`src/rtl/fios_job_scheduler.sv`:
```
// Round-robin front end for one shared FIOS Montgomery multiplier: grants a requester,
// starts the multiplier and turns its fetch/push strobes into operand/result RAM addresses.
module fios_job_scheduler #(
  parameter int s       = 8,
  parameter int NREQ    = 4,
  parameter int SLOT_W  = 4,
  parameter int ADDR_W  = 8,
  parameter int TIMEOUT = 4096
) (
  input  logic                     clock_i,
  input  logic                     reset_i,
  input  logic [NREQ-1:0]          req_i,
  input  logic [NREQ*SLOT_W-1:0]   req_slot_i,
  output logic [NREQ-1:0]          ack_o,
  output logic                     err_o,
  output logic                     busy_o,
  output logic                     mult_start_o,
  input  logic                     a_shift_i,
  input  logic                     b_fetch_i,
  input  logic                     p_fetch_i,
  input  logic                     res_push_i,
  input  logic                     done_i,
  output logic [ADDR_W-1:0]        a_addr_o,
  output logic [ADDR_W-1:0]        b_addr_o,
  output logic [ADDR_W-1:0]        p_addr_o,
  output logic [ADDR_W-1:0]        res_addr_o,
  output logic                     res_we_o
);

  localparam int IDX_W  = (NREQ > 1) ? $clog2(NREQ) : 1;
  localparam int WIDX_W = (s > 1) ? $clog2(s) : 1;
  localparam int CNT_W  = $clog2(s + 1);
  localparam int WD_W   = $clog2(TIMEOUT + 1);

  typedef enum logic [2:0] {
    ST_IDLE,
    ST_GRANT,
    ST_START,
    ST_RUN,
    ST_ACK
  } state_t;

  // state_q is the observable FSM state for external checkers.
  state_t state_q, state_d;

  logic [IDX_W-1:0]  rr_ptr_q;
  logic [IDX_W-1:0]  grant_idx_q;
  logic [SLOT_W-1:0] slot_q;
  logic [WIDX_W-1:0] a_idx_q, b_idx_q, p_idx_q;
  logic [CNT_W-1:0]  res_cnt_q;
  logic [WD_W-1:0]   wd_q;

  logic              pick_valid;
  logic [IDX_W-1:0]  pick_idx;
  logic [IDX_W-1:0]  cand;
  logic [SLOT_W-1:0] pick_slot;
  logic [IDX_W-1:0]  rr_next;
  logic [ADDR_W-1:0] base;
  logic [WIDX_W-1:0] a_nxt, b_nxt, p_nxt;
  logic              res_acc;
  logic [CNT_W-1:0]  res_cnt_eff;
  logic              wd_expire;

  // Requester handshake: req_i[k] is a level held until ack_o[k] pulses for one cycle;
  // the slot is sampled only in the IDLE cycle that grants k.
  always_comb begin
    pick_valid = 1'b0;
    pick_idx   = '0;
    cand       = '0;
    for (int i = NREQ - 1; i >= 0; i--) begin
      cand = IDX_W'((int'(rr_ptr_q) + i) % NREQ);
      if (req_i[cand]) begin
        pick_valid = 1'b1;
        pick_idx   = cand;
      end
    end
  end

  assign pick_slot = req_slot_i[int'(pick_idx)*SLOT_W +: SLOT_W];
  assign rr_next   = (pick_idx == IDX_W'(NREQ - 1)) ? '0 : pick_idx + IDX_W'(1);
  assign base      = ADDR_W'(slot_q) * ADDR_W'(s);

  assign a_nxt = (a_idx_q == WIDX_W'(s - 1)) ? a_idx_q : a_idx_q + WIDX_W'(1);
  assign b_nxt = (b_idx_q == WIDX_W'(s - 1)) ? '0 : b_idx_q + WIDX_W'(1);
  assign p_nxt = (p_idx_q == WIDX_W'(s - 1)) ? '0 : p_idx_q + WIDX_W'(1);

  // A push is accepted only while the result slot still has room.
  assign res_acc     = (state_q == ST_RUN) && res_push_i && (res_cnt_q < CNT_W'(s));
  assign res_cnt_eff = res_cnt_q + CNT_W'(res_acc);
  assign wd_expire   = (wd_q == WD_W'(TIMEOUT - 1));

  always_ff @(posedge clock_i or posedge reset_i) begin
    if (reset_i) state_q <= ST_IDLE;
    else         state_q <= state_d;
  end

  always_comb begin
    state_d      = state_q;
    mult_start_o = 1'b0;
    busy_o       = 1'b1;
    ack_o        = '0;
    res_we_o     = res_acc;
    case (state_q)
      ST_IDLE: begin
        busy_o = 1'b0;
        if (pick_valid) state_d = ST_GRANT;
      end
      ST_GRANT: state_d = ST_START;
      ST_START: begin
        mult_start_o = 1'b1;
        state_d      = ST_RUN;
      end
      ST_RUN: begin
        if (done_i || wd_expire) state_d = ST_ACK;
      end
      ST_ACK: begin
        ack_o   = NREQ'(1) << grant_idx_q;
        state_d = ST_IDLE;
      end
      default: state_d = ST_IDLE;
    endcase
  end

  always_ff @(posedge clock_i or posedge reset_i) begin
    if (reset_i) begin
      rr_ptr_q    <= '0;
      grant_idx_q <= '0;
      slot_q      <= '0;
      a_idx_q     <= '0;
      b_idx_q     <= '0;
      p_idx_q     <= '0;
      res_cnt_q   <= '0;
      wd_q        <= '0;
      err_o       <= 1'b0;
      a_addr_o    <= '0;
      b_addr_o    <= '0;
      p_addr_o    <= '0;
      res_addr_o  <= '0;
    end else begin
      case (state_q)
        ST_IDLE: begin
          if (pick_valid) begin
            grant_idx_q <= pick_idx;
            slot_q      <= pick_slot;
            rr_ptr_q    <= rr_next;
          end
        end
        ST_GRANT: begin
          a_idx_q    <= '0;
          b_idx_q    <= '0;
          p_idx_q    <= '0;
          res_cnt_q  <= '0;
          a_addr_o   <= base;
          b_addr_o   <= base;
          p_addr_o   <= base;
          res_addr_o <= base;
        end
        ST_START: wd_q <= '0;
        ST_RUN: begin
          wd_q <= wd_q + WD_W'(1);
          if (a_shift_i) begin
            a_idx_q  <= a_nxt;
            a_addr_o <= base + ADDR_W'(a_nxt);
          end
          if (b_fetch_i) begin
            b_idx_q  <= b_nxt;
            b_addr_o <= base + ADDR_W'(b_nxt);
          end
          if (p_fetch_i) begin
            p_idx_q  <= p_nxt;
            p_addr_o <= base + ADDR_W'(p_nxt);
          end
          // res_addr_o already points at the word being written; advance it afterwards.
          if (res_acc) begin
            res_cnt_q <= res_cnt_eff;
            if (res_cnt_eff < CNT_W'(s)) res_addr_o <= base + ADDR_W'(res_cnt_eff);
          end
          if (res_push_i && !res_acc) err_o <= 1'b1;
          if (done_i) begin
            if (res_cnt_eff != CNT_W'(s)) err_o <= 1'b1;
          end else if (wd_expire) begin
            err_o <= 1'b1;
          end
        end
        default: ;
      endcase
    end
  end

endmodule

```
`config.mk`:
```
export PLATFORM = sky130hd
export DESIGN_NAME = fios_job_scheduler
export DESIGN_NICKNAME = d
export VERILOG_FILES = /design/src/rtl/fios_job_scheduler.sv
export SDC_FILE = /design/constraint.sdc
export NUM_CORES = 1
export LEC_CHECK = 0
export ABC_AREA = 1
export BUFFER_PORTS_ARGS = -buffer_cell sky130_fd_sc_hd__buf_2
export CORE_ASPECT_RATIO = 0.8
export CORE_MARGIN = 2
export CORE_UTILIZATION = 25
export CTS_CLUSTER_DIAMETER = 80
export CTS_CLUSTER_SIZE = 8
export DETAILED_ROUTE_END_ITERATION = 10
export GPL_ROUTABILITY_DRIVEN = 0
export PLACE_DENSITY = 0.39
export SYNTH_ARGS = -nofsm -noshare
export SYNTH_HDL_FRONTEND = slang
export SYNTH_SLANG_ARGS = --single-unit
```
`constraint.sdc`:
```
create_clock -name clock_i -period 3.9 [get_ports clock_i]
set_input_delay 0.78 -clock clock_i [delete_from_list [all_inputs] [get_ports clock_i]]
set_output_delay 0.78 -clock clock_i [all_outputs]
set_load 0.05 [all_outputs]
```
==> results_dict.tcl <==
set metrics [dict create \
    status "finished clean" \
    final_max_slew_viol_count 0 \
    p_leak_nw 2.247 \
    r2r-start "state_q[0]$_DFFE_PP0P_" \
    switchingPower_mw 1.930 \
    grt_first_pass_wirelength_mm 14.67 \
    tns_ps 0 \
    crit_required_ps 3120 \
    area_growth_pct 24.37 \
    drtAntennaViolNets 0 \
    cp-start-kind "flip-flop" \
    critical_path.startpoint "state_q[1]$_DFFE_PP0P_" \
    hpwl_mm 6.591 \
    vias 2901 \
    place_ws_ps 1346 \
    syn_area_um2 3363 \
    cp_slowest_stage_delay_ps 430 \
    cts-root-buf "clkbuf_16" \
    r2r_setup_slack_ps 1490 \
    fillCellCount 1393 \
    drtPass1Iterations 4 \
    hold_viol_final 0 \
    clkTransAtPathRegs_ps 50 \
    r2r_end "res_addr_o[3]$_DFFE_PP0P_" \
    drive_gt1_share_pct 24.05 \
    yosysTopAreaCellShare_pct 43.15 \
    overflow 0 \
    clkLatencyLatePin_ps 330 \
    final_common_cell "nand2_1" \
    ir_drop_v 0.0002868 \
    critical_path.cell_chain "inv_1, nand3_1, nor3_1, buf_2" \
    crit_fanout 4 \
    fmax_mhz 396.9 \
    ys_types 39 \
    critical_path_class "flip-flop to primary output" \
    post_cts_buffers 0 \
    fin_crit_sh_pct 64.60 \
    cts_htree_levels 3 \
    seqPwrFrac_pct 24.9 \
    fin_worst_skew_ps 5.494 \
    slowest_stage "dfrtp_1" \
    detail_route.vias_per_cell 4.304 \
    dpl_cell_area_um2 3852 \
    p_per_area_nw_per_um2 923.8 \
    core_area_um2 13010 \
    critPathCapture "ack_o[2]" \
    fin_area_um2 4183 \
    cts_tree "yes" \
    drc_errors 0 \
    clockBufferDepth 2 \
    worst-endpoint-arrival_ps 1740 \
    numCtsBuffers 9 \
    grt_pass1_vias 2886 \
    hold_path.class "flip-flop to flip-flop" \
    setup_violations 0 \
    layout_setup_ws_ps 1380 \
    reg2reg_depth 15 \
    io_buffers 63 \
    synthTopCellsByArea "dfrtp_1 (43%), nand2_1 (13%), inv_1 (6.9%)" \
    yosysTopAreaCell "dfrtp_1" \
    die_area_um2 14400 \
    intPower_mw 1.934 \
    ios 67 \
    worstMarginPinSlew_ps 745.4 \
    finish.utilization_pct 32.15 \
    wl_per_cell_um 12.85 \
    swShare_pct 49.94 \
    holdPathStages 2 \
    ys_seq_area_share_pct 43.15 \
    end_kind "primary output" \
    die_h_um 107.7 \
    grt_use_total_pct 13.04 \
    fin_nets 533 \
    final_cell_mix "nand2_1 (115), buf_2 (63), inv_1 (61)" \
    n_antenna_cell 0 \
    combPwrFrac_pct 52.6 \
    maxCapViolCount 0 \
    cts_resized 0 \
    drt_iter0_drc 171 \
    rows 37 \
    synth_seq_cells 58 \
    p_clk_share_pct 22.5 \
    wl_mm 8.661 \
    synthCells 426 \
    synth.avg_cell_area_um2 7.895 \
    grt_max_degree 34 \
    slew_headroom_pct 50.24 \
    fin_crit_ps 2520 \
    rsz0062_at_grt "no" \
    die_x_um 133.7 \
    antenna_found_initial 0 \
    yosysWarnings 0 \
    ctsHoldBuffers 0 \
    cts.sinks 58 \
    start_util_pct 25.85 \
]
-- cells by family (layout without fill, tap and decap cells) --
kind of cell | after synthesis | in the layout | synth area share (%)
other | 1 | 3 | 0.1115
AOI/OAI and AO/OA | 59 | 59 | 10.45
buffers and inverters | 78 | 149 | 9.821
and+or+nand+nor | 215 | 215 | 31.21
adders and majority gates | 12 | 12 | 4.464
DFF | 58 | 58 | 43.15
xor gates and xnor gates | 3 | 3 | 0.7814
-- worst max-delay path: cells and delay by family, from the launching register on --
family / cells / cell delay, ps
buffers and inverters: 2 / 540
DFF: 1 / 430
and+or+nand+nor: 2 / 430
-- cell usage after synthesis, drive strengths merged --
library cell / instances
o31ai: 5
nor2: 19
a21boi: 1
nor4: 2
nand3b: 3
o22ai: 5
dfrtp: 58
o32ai: 1
nand3: 38
a21oi: 4
clkbuf: 1
o21ai: 38
xor2: 3
nor3: 9
and2: 1
conb: 1
o21a: 2
a31oi: 3
nand4: 2
ha: 12
nand2: 140
buf: 9
or2: 1
clkinv: 1
inv: 67
-- registers in the layout (all words and copies together) (netlist names), 3 cells and up --
signal	flops
res_cnt_q	4
wd_q	13
slot_q	4
p_addr_o	5
a_addr_o	5
state_q	3
res_addr_o	8
b_addr_o	5
-- per-layer routing --
metal | track usage [%] | wire [um]
met1 | 19.17 | 4768
met2 | 18.41 | 3443
met3 | 3.766 | 355
met4 | 3.647 | 94
met5 | 0 | 0
-- metrics by stage --
stage	hold slack, ps	power [mW]	std cells
final	479.2	3.864	674
after detailed placement	468.5	3.029	658
after floorplan	457.0	2.562	428
after global placement	463.8	3.011	658
after CTS	483.0	3.919	674
after global routing	513.8	4.174	674
-- power groups by stage --
stage / clock [mW] / combinational [mW] / sequential [mW]
global placement: 0 / 2.04 / 0.966
finish: 0.869 / 2.03 / 0.962
global route: 0.920 / 2.27 / 0.987
CTS: 0.893 / 2.07 / 0.960
floorplan: 0 / 1.28 / 1.28
detailed placement: 0 / 2.06 / 0.968
-- how the worst min path moves through the flow --
stage / startpoint / end / slack, ps
floorplan: res_cnt_q[0]$_DFFE_PP0P_ / res_cnt_q[0]$_DFFE_PP0P_ / 460
global placement: err_o$_DFFE_PP0P_ / err_o$_DFFE_PP0P_ / 460
detailed placement: res_addr_o[5]$_DFFE_PP0P_ / res_addr_o[5]$_DFFE_PP0P_ / 470
CTS: res_addr_o[5]$_DFFE_PP0P_ / res_addr_o[5]$_DFFE_PP0P_ / 480
global route: err_o$_DFFE_PP0P_ / err_o$_DFFE_PP0P_ / 510
finish: res_addr_o[5]$_DFFE_PP0P_ / res_addr_o[5]$_DFFE_PP0P_ / 480
-- layout make-up --
type                    instances  area (um^2)  area share [%]
flip-flops and latches         58         1451           34.70
clock inverters                 4        73.82           1.765
clock buffers                  12        256.5           6.132
multi-input cells             292         1589           37.99
well taps                     175        219.0           5.235
repair buffers                 65        330.3           7.897
inverters                      68        262.8           6.282
(Power assumes the default switching activity.)
